`src/rtl/tag_reorder_buffer_pkg.sv`:
```
// Shared sizing constants for the per-port tag reorder buffer.
// TAG_BITS derivation lives here so other read-path blocks size tags the same way.
package tag_reorder_buffer_pkg;

  localparam int DEFAULT_WIDTH = 64;
  localparam int DEFAULT_DEPTH = 32;

  // floor(log2(depth-1)) + 1; equals log2(depth) for power-of-two depths >= 2
  function automatic int tag_bits_for(input int depth);
    int v;
    int n;
    v = depth - 1;
    n = 0;
    while (v > 1) begin
      v = v >> 1;
      n = n + 1;
    end
    return n + 1;
  endfunction

  localparam int DEFAULT_TAG_BITS = tag_bits_for(DEFAULT_DEPTH);

endpackage

```
`src/rtl/tag_reorder_buffer_if.sv`:
```
// Port-side bundle of the reorder buffer: tag allocation, tagged returns and the ordered output.
// slave is the buffer's view; master is the issuing port / crossbar / consumer side.
interface tag_reorder_buffer_if
  import tag_reorder_buffer_pkg::*;
#(
  parameter int WIDTH    = DEFAULT_WIDTH,
  parameter int TAG_BITS = DEFAULT_TAG_BITS
);

  logic                      alloc;
  logic [TAG_BITS-1:0]       alloc_tag;
  logic                      full;
  logic                      ret_en;
  logic [TAG_BITS-1:0]       ret_tag;
  logic [WIDTH-1:0]          ret_data;
  logic [WIDTH+TAG_BITS-1:0] q;
  logic                      valid;
  logic                      stall;

  modport master (
    output alloc, ret_en, ret_tag, ret_data, stall,
    input  alloc_tag, full, q, valid
  );

  modport slave (
    input  alloc, ret_en, ret_tag, ret_data, stall,
    output alloc_tag, full, q, valid
  );

endinterface

```
`src/rtl/tag_reorder_buffer_storage.sv`:
```
// Per-tag data register file with a present bit per entry.
// One write port (returning data), a combinational read at head, and a present lookup for returns.
module tag_reorder_buffer_storage #(
  parameter int WIDTH    = 64,
  parameter int DEPTH    = 32,
  parameter int TAG_BITS = 5
) (
  input  logic                clk,
  input  logic                rst,
  input  logic                wr_en,
  input  logic [TAG_BITS-1:0] wr_tag,
  input  logic [WIDTH-1:0]    wr_data,
  input  logic                clr_en,
  input  logic [TAG_BITS-1:0] rd_tag,
  output logic [WIDTH-1:0]    rd_data,
  output logic                rd_present,
  input  logic [TAG_BITS-1:0] chk_tag,
  output logic                chk_present
);

  logic [WIDTH-1:0] mem [DEPTH];
  logic [DEPTH-1:0] present;

  // Data words need no reset: present gates every use of them.
  always_ff @(posedge clk) begin
    if (wr_en) begin
      mem[wr_tag] <= wr_data;
    end
  end

  always_ff @(posedge clk) begin
    if (rst) begin
      present <= '0;
    end else begin
      if (clr_en) begin
        present[rd_tag] <= 1'b0;
      end
      if (wr_en) begin
        present[wr_tag] <= 1'b1;
      end
    end
  end

  assign rd_data     = mem[rd_tag];
  assign rd_present  = present[rd_tag];
  assign chk_present = present[chk_tag];

endmodule

```
`src/rtl/tag_reorder_buffer.sv`:
```
// In-order return stage: hands out sequential read tags, absorbs out-of-order tagged returns,
// and releases data in allocation order. Optional macro TAG_REORDER_BUFFER_BYPASS_EN adds a head bypass.
module tag_reorder_buffer
  import tag_reorder_buffer_pkg::*;
#(
  parameter int WIDTH = DEFAULT_WIDTH,
  parameter int DEPTH = DEFAULT_DEPTH
) (
  input logic                 clk,
  input logic                 rst,
  tag_reorder_buffer_if.slave bus
);

  localparam int TAG_BITS = tag_bits_for(DEPTH);
  localparam int CNT_BITS = TAG_BITS + 1;

  logic [TAG_BITS-1:0]       head;
  logic [TAG_BITS-1:0]       tail;
  logic [CNT_BITS-1:0]       count;
  logic [WIDTH+TAG_BITS-1:0] q_r;
  logic                      valid_r;

  logic                      full_w;
  logic                      alloc_ok;
  logic [TAG_BITS-1:0]       ret_off;
  logic                      ret_outstanding;
  logic                      ret_present;
  logic                      ret_ok;
  logic                      head_present;
  logic [WIDTH-1:0]          head_data;
  logic                      out_ready;
  logic                      pop_stored;
  logic                      bypass;
  logic                      advance;
  logic                      wr_en;
  logic [WIDTH-1:0]          out_data;

  assign full_w   = (count == CNT_BITS'(DEPTH));
  assign alloc_ok = bus.alloc && !full_w;

  // A tag is outstanding when its distance from head (mod DEPTH) is below count;
  // count disambiguates the empty and full cases where head == tail.
  assign ret_off         = bus.ret_tag - head;
  assign ret_outstanding = ({1'b0, ret_off} < count);
  assign ret_ok          = bus.ret_en && ret_outstanding && !ret_present;

  // Output handshake: q/valid is a register; an entry transfers on every edge where
  // valid && !stall. With stall high q and valid hold; a new entry loads only when
  // the register is empty or being drained this edge.
  assign out_ready  = !valid_r || !bus.stall;
  assign pop_stored = head_present && out_ready;

`ifdef TAG_REORDER_BUFFER_BYPASS_EN
  // ret_ok already implies the head entry is outstanding and not yet present.
  assign bypass = ret_ok && (bus.ret_tag == head) && out_ready;
`else
  assign bypass = 1'b0;
`endif

  assign advance  = pop_stored || bypass;
  assign wr_en    = ret_ok && !bypass;
  assign out_data = bypass ? bus.ret_data : head_data;

  tag_reorder_buffer_storage #(
    .WIDTH    (WIDTH),
    .DEPTH    (DEPTH),
    .TAG_BITS (TAG_BITS)
  ) u_storage (
    .clk         (clk),
    .rst         (rst),
    .wr_en       (wr_en),
    .wr_tag      (bus.ret_tag),
    .wr_data     (bus.ret_data),
    .clr_en      (pop_stored),
    .rd_tag      (head),
    .rd_data     (head_data),
    .rd_present  (head_present),
    .chk_tag     (bus.ret_tag),
    .chk_present (ret_present)
  );

  always_ff @(posedge clk) begin
    if (rst) begin
      head  <= '0;
      tail  <= '0;
      count <= '0;
    end else begin
      if (alloc_ok) begin
        tail <= tail + 1'b1;
      end
      if (advance) begin
        head <= head + 1'b1;
      end
      count <= count + CNT_BITS'(alloc_ok) - CNT_BITS'(advance);
    end
  end

  always_ff @(posedge clk) begin
    if (rst) begin
      q_r     <= '0;
      valid_r <= 1'b0;
    end else if (advance) begin
      q_r     <= {out_data, head};
      valid_r <= 1'b1;
    end else if (valid_r && !bus.stall) begin
      valid_r <= 1'b0;
    end
  end

  assign bus.alloc_tag = tail;
  assign bus.full      = full_w;
  assign bus.q         = q_r;
  assign bus.valid     = valid_r;

endmodule

```
`src/flat_wrapper.sv`:
```
// flat-port wrapper written by rule: the top's interface ports become plain ports
module tag_reorder_buffer_flat import tag_reorder_buffer_pkg::*;
#(
  parameter int WIDTH = DEFAULT_WIDTH,
  parameter int DEPTH = DEFAULT_DEPTH
)
  (clk, rst, bus_alloc, bus_ret_en, bus_ret_tag, bus_ret_data, bus_stall, bus_alloc_tag, bus_full, bus_q, bus_valid);
  tag_reorder_buffer_if #(.WIDTH(WIDTH)) bus_i ();
  input logic clk;
  input logic rst;
  input wire logic [$bits(bus_i.alloc)-1:0] bus_alloc;
  input wire logic [$bits(bus_i.ret_en)-1:0] bus_ret_en;
  input wire logic [$bits(bus_i.ret_tag)-1:0] bus_ret_tag;
  input wire logic [$bits(bus_i.ret_data)-1:0] bus_ret_data;
  input wire logic [$bits(bus_i.stall)-1:0] bus_stall;
  output wire logic [$bits(bus_i.alloc_tag)-1:0] bus_alloc_tag;
  output wire logic [$bits(bus_i.full)-1:0] bus_full;
  output wire logic [$bits(bus_i.q)-1:0] bus_q;
  output wire logic [$bits(bus_i.valid)-1:0] bus_valid;
  assign bus_i.alloc = bus_alloc;
  assign bus_i.ret_en = bus_ret_en;
  assign bus_i.ret_tag = bus_ret_tag;
  assign bus_i.ret_data = bus_ret_data;
  assign bus_i.stall = bus_stall;
  assign bus_alloc_tag = bus_i.alloc_tag;
  assign bus_full = bus_i.full;
  assign bus_q = bus_i.q;
  assign bus_valid = bus_i.valid;
  tag_reorder_buffer #(.WIDTH(WIDTH), .DEPTH(DEPTH)) u_core (.clk(clk), .rst(rst), .bus(bus_i));
endmodule
```
`config.mk`:
```
export PLATFORM = sky130hd
export DESIGN_NAME = tag_reorder_buffer_flat
export DESIGN_NICKNAME = d
export VERILOG_FILES = /design/src/rtl/tag_reorder_buffer_pkg.sv /design/src/rtl/tag_reorder_buffer_if.sv /design/src/rtl/tag_reorder_buffer_storage.sv /design/src/rtl/tag_reorder_buffer.sv /design/src/flat_wrapper.sv
export SDC_FILE = /design/constraint.sdc
export NUM_CORES = 2
export LEC_CHECK = 0
export BUFFER_PORTS_ARGS = -buffer_cell sky130_fd_sc_hd__clkbuf_2
export CORE_ASPECT_RATIO = 0.75
export CORE_MARGIN = 3
export CORE_UTILIZATION = 31
export DETAILED_ROUTE_END_ITERATION = 12
export GPL_TIMING_DRIVEN = 0
export SKIP_CTS_REPAIR_TIMING = 1
export SLEW_MARGIN = 25
export SYNTH_ARGS = -nofsm -noshare
export SYNTH_HDL_FRONTEND = slang
export SYNTH_SLANG_ARGS = --single-unit
```
`constraint.sdc`:
```
create_clock -name clk -period 13.3 [get_ports clk]
set_clock_uncertainty 0.2 [all_clocks]
set_input_delay 1.33 -clock clk [delete_from_list [all_inputs] [get_ports clk]]
set_output_delay 1.33 -clock clk [all_outputs]
set_load 0.005 [all_outputs]
```
==> summary.md <==
| Metric | Value |
|---|---|
| Vias after detailed routing | `47000` |
| Final Instance Area | `98600 µm²` |
| R2R Setup Slk | `6.12 ns` |
| CTS Buf Count | `208` |
| Worst skew pair latency | `0.85 ns` |
| Vias in the first global route | `44800` |
| Area growth syn-to-layout | `19.2%` |
| Initial Util | `31.3%` |
| VDD IR max | `0.128 mV` |
| Critical path class | `reg2reg` |
| Startpoint Class | `register` |
| Synth top area cells | `edfxtp_1 (74%), mux2i_1 (9.7%), mux4_2 (3.9%)` |
| Antenna Violating Nets Remaining | `0` |
| Share of cells above drive strength 1 | `20.9%` |
| Slowest CP cell | `buf_2` |
| Port bufs | `147` |
| Endpoint class of the critical path | `register` |
| Die area | `273000 µm²` |
| Die W | `602 µm` |
| Rel. slew slack | `19.6%` |
| Hold crit path type | `reg2reg` |
| CP Max Fanout | `10` |
| Max layer used | `met5` |
| Row Count | `163` |
| Core Region | `264000 µm²` |
| CTS tree | `yes` |
| Bufs on Longest Clock Path | `3` |
| Run status | `completed` |
| Period utilization | `54.0%` |
| Global-route wire length before repair | `352000 µm` |
| Setup TNS Final | `0 ns` |
| Post-route setup slack | `6.12 ns` |
| I/O Pins | `150` |
| Area leader, netlist | `edfxtp_1` |
| Arr. time, crit path | `7.53 ns` |
| TritonRoute pass-1 iters | `5` |
| Clock transition at the registers of the reported paths | `0.07 ns` |
| Max-slew violation count | `0` |
| Slew @ Worst Pin | `1.21 ns` |
| Detailed Route WL | `255000 µm` |
| Post-synth top area share | `74.4%` |
| Commonest non-fill, non-tap cells in the layout | `edfxtp_1 (2048), mux2i_1 (804), o22ai_1 (380)` |
| Register area share after synthesis | `77.2%` |
| Grt ovf | `0` |
| M1 wire length | `107000 µm` |
| Post-route insts no fill | `8760` |
| Critical-path cell list | `buf_2 -> buf_4 -> buf_2 -> buf_2 -> buf_2 -> inv_1 -> fa_1 -> a21o_1 -> a21oi_1 -> xnor2_1 -> ha_1 -> a21oi_1 -> nor2_1 -> nor4_1 -> nand4_1 -> buf_2 -> nor4_2 -> buf_2 -> buf_2 -> buf_2 -> buf_2 -> buf_2 -> buf_2 -> buf_2` |
| Leakage power | `30.2 nW` |
| Total Routing Usage GR | `18.2%` |
| Async SR Flop Fraction | `0%` |
| Pre-CTS WS | `6.32 ns` |
| WP data required | `13.65 ns` |
| Core Util, Final | `37.3%` |
| Post-layout nets | `5121` |
| Initial antenna violation count | `28` |
| Post-Syn Area | `82700 µm²` |
| H-tree lvl count | `4` |
| Via density | `5.37` |
| Largest net degree at the start of global routing | `33` |
| Syn Nets | `4466` |
| Maxcap violations | `0` |
| Yosys warning total | `0` |
| Minimum clock period | `7.18 ns` |
| Detailed Place HPWL | `179000 µm` |
| Yosys reg bits | `2166` |
| Pwr Density | `140 nW/µm²` |
| DR DRC count | `0` |
| Final setup fails | `0` |
| Placer Congestion | `0.843` |
| Number of synthesized flops with an enable pin | `2048` |
| Met2 WL post-DR | `113000 µm` |
| CP dominant cell by count | `buf_2` |
| Yosys cell types | `58` |
| Predominant post-synthesis flop cell | `edfxtp_1` |
| RSZ-0062 raised after global routing | `false` |
| TritonCTS Sinks | `2166` |
| Die height | `453 µm` |
| Placed insts | `8358` |
| Final hold viol count | `0` |
| Initial DRC count | `7176` |
| Cell Area, Placed | `91700 µm²` |
| Metal3 WL | `27000 µm` |
| Critical path's largest stage delay | `0.50 ns` |
| Clock Root Buffer | `clkbuf_16` |
| Routed len/inst | `29.2 µm` |
| Cell count after synthesis | `4369` |
| Mean area per synthesized cell | `18.9 µm²` |
| Commonest non-fill, non-tap cell in the layout | `edfxtp_1` |
| F_max | `0.139 GHz` |
==> cell type report <==
cell class	instances	area, µm²
flip-flops and latches	2166	63900
diodes	11	27.5
plain buffers	273	1250
clock inverters	113	1180
multi-input cells	1893	17700
fillers	24200	166000
well taps	3547	4440
clock buffers	275	5660
repair buffers	445	4290
inverters	37	139
==> kinds of logic (layout without fill, tap and decap cells) <==
logic type      count (synthesis)  after routing  synth area share, %
buf+inv                       310           1143                 1.61
flops                        2166           2166                 77.2
mux                           949            949                 13.7
fa+ha+maj                      23             23                0.366
xor+xnor                       14             14                0.148
simple gates                  317            317                 2.09
other cells                     0             11                    0
compound gates                590            590                 4.91
==> state kept, by name, indices dropped and copies added, names as in the netlist <==
register,count
u_core.head,5
u_core.bus.alloc_tag,5
u_core.count,6
u_core.bus.q,69
u_core.bus.valid,1
u_core.u_storage.mem,2048
u_core.u_storage.present,32
==> synth_stat cells, types with 3 or more instances <==
library cell,instances
a211oi_1,34
a21o_1,4
a21oi_1,15
a22oi_1,35
a311oi_1,29
a31oi_1,14
and3_1,17
buf_1,13
buf_2,98
buf_4,11
clkbuf_1,150
dfxtp_1,118
edfxtp_1,2048
ha_1,21
inv_1,36
mux2i_1,804
mux4_2,144
nand2_1,16
nand2b_1,9
nand3_1,9
nand4_1,6
nand4b_1,4
nor2_1,102
nor2b_1,6
nor3_1,22
nor4_1,100
o21a_1,8
o21ai_0,7
o21ba_2,6
o22ai_1,380
o311a_1,33
o32ai_1,15
or3_1,3
or4b_1,4
or4bb_1,5
xnor2_1,8
xor2_1,6
==> metrics by stage <==
stage / hold slack, ns / total power [mW]
2_1_floorplan: 0.250 / 7.83
3_3_place_gp: 0.267 / 8.01
3_5_place_dp: 0.276 / 8.04
4_1_cts: 0.279 / 13.9
5_1_grt: 0.316 / 14.2
6_report: 0.285 / 13.8
==> worst paths after layout <==
check,start,to,depth (start not counted)
setup / recovery,u_core.head[1]$_SDFFE_PP0N_,u_core.u_storage.mem[3][15]$_DFFE_PP_,24
hold / removal,u_core.u_storage.present[20]$_SDFF_PP0_,u_core.u_storage.present[20]$_SDFF_PP0_,2
setup reg to reg,u_core.head[1]$_SDFFE_PP0N_,u_core.u_storage.mem[3][15]$_DFFE_PP_,24
hold reg to reg,u_core.u_storage.present[20]$_SDFF_PP0_,u_core.u_storage.present[20]$_SDFF_PP0_,2
==> critical path: cells and delay by family, from the launching register on <==
family / cells / cell delay, ns
AND/OR/NAND/NOR: 4 / 1.02
AO/OA/AOI/OAI: 3 / 0.47
buffers and inverters: 14 / 3.92
flip-flops: 1 / 0.35
adder cells (fa/ha/maj): 2 / 0.74
XOR/XNOR: 1 / 0.14
==> layer usage <==
layer  up-vias  track usage, %
met4        20            6.15
met1     24500            26.1
met2      2781            27.3
met3       411            3.79
li1      19300               -
met5         -               0
==> report_power, final <==
| group | internal, mW | switching (mW) | total, mW |
|---|---|---|---|
| sequential | 7.52 | 0.0197 | 7.54 |
| clock | 3.35 | 2.56 | 5.91 |
| combinational | 0.102 | 0.254 | 0.357 |
Power figures use the tool's default switching activity.
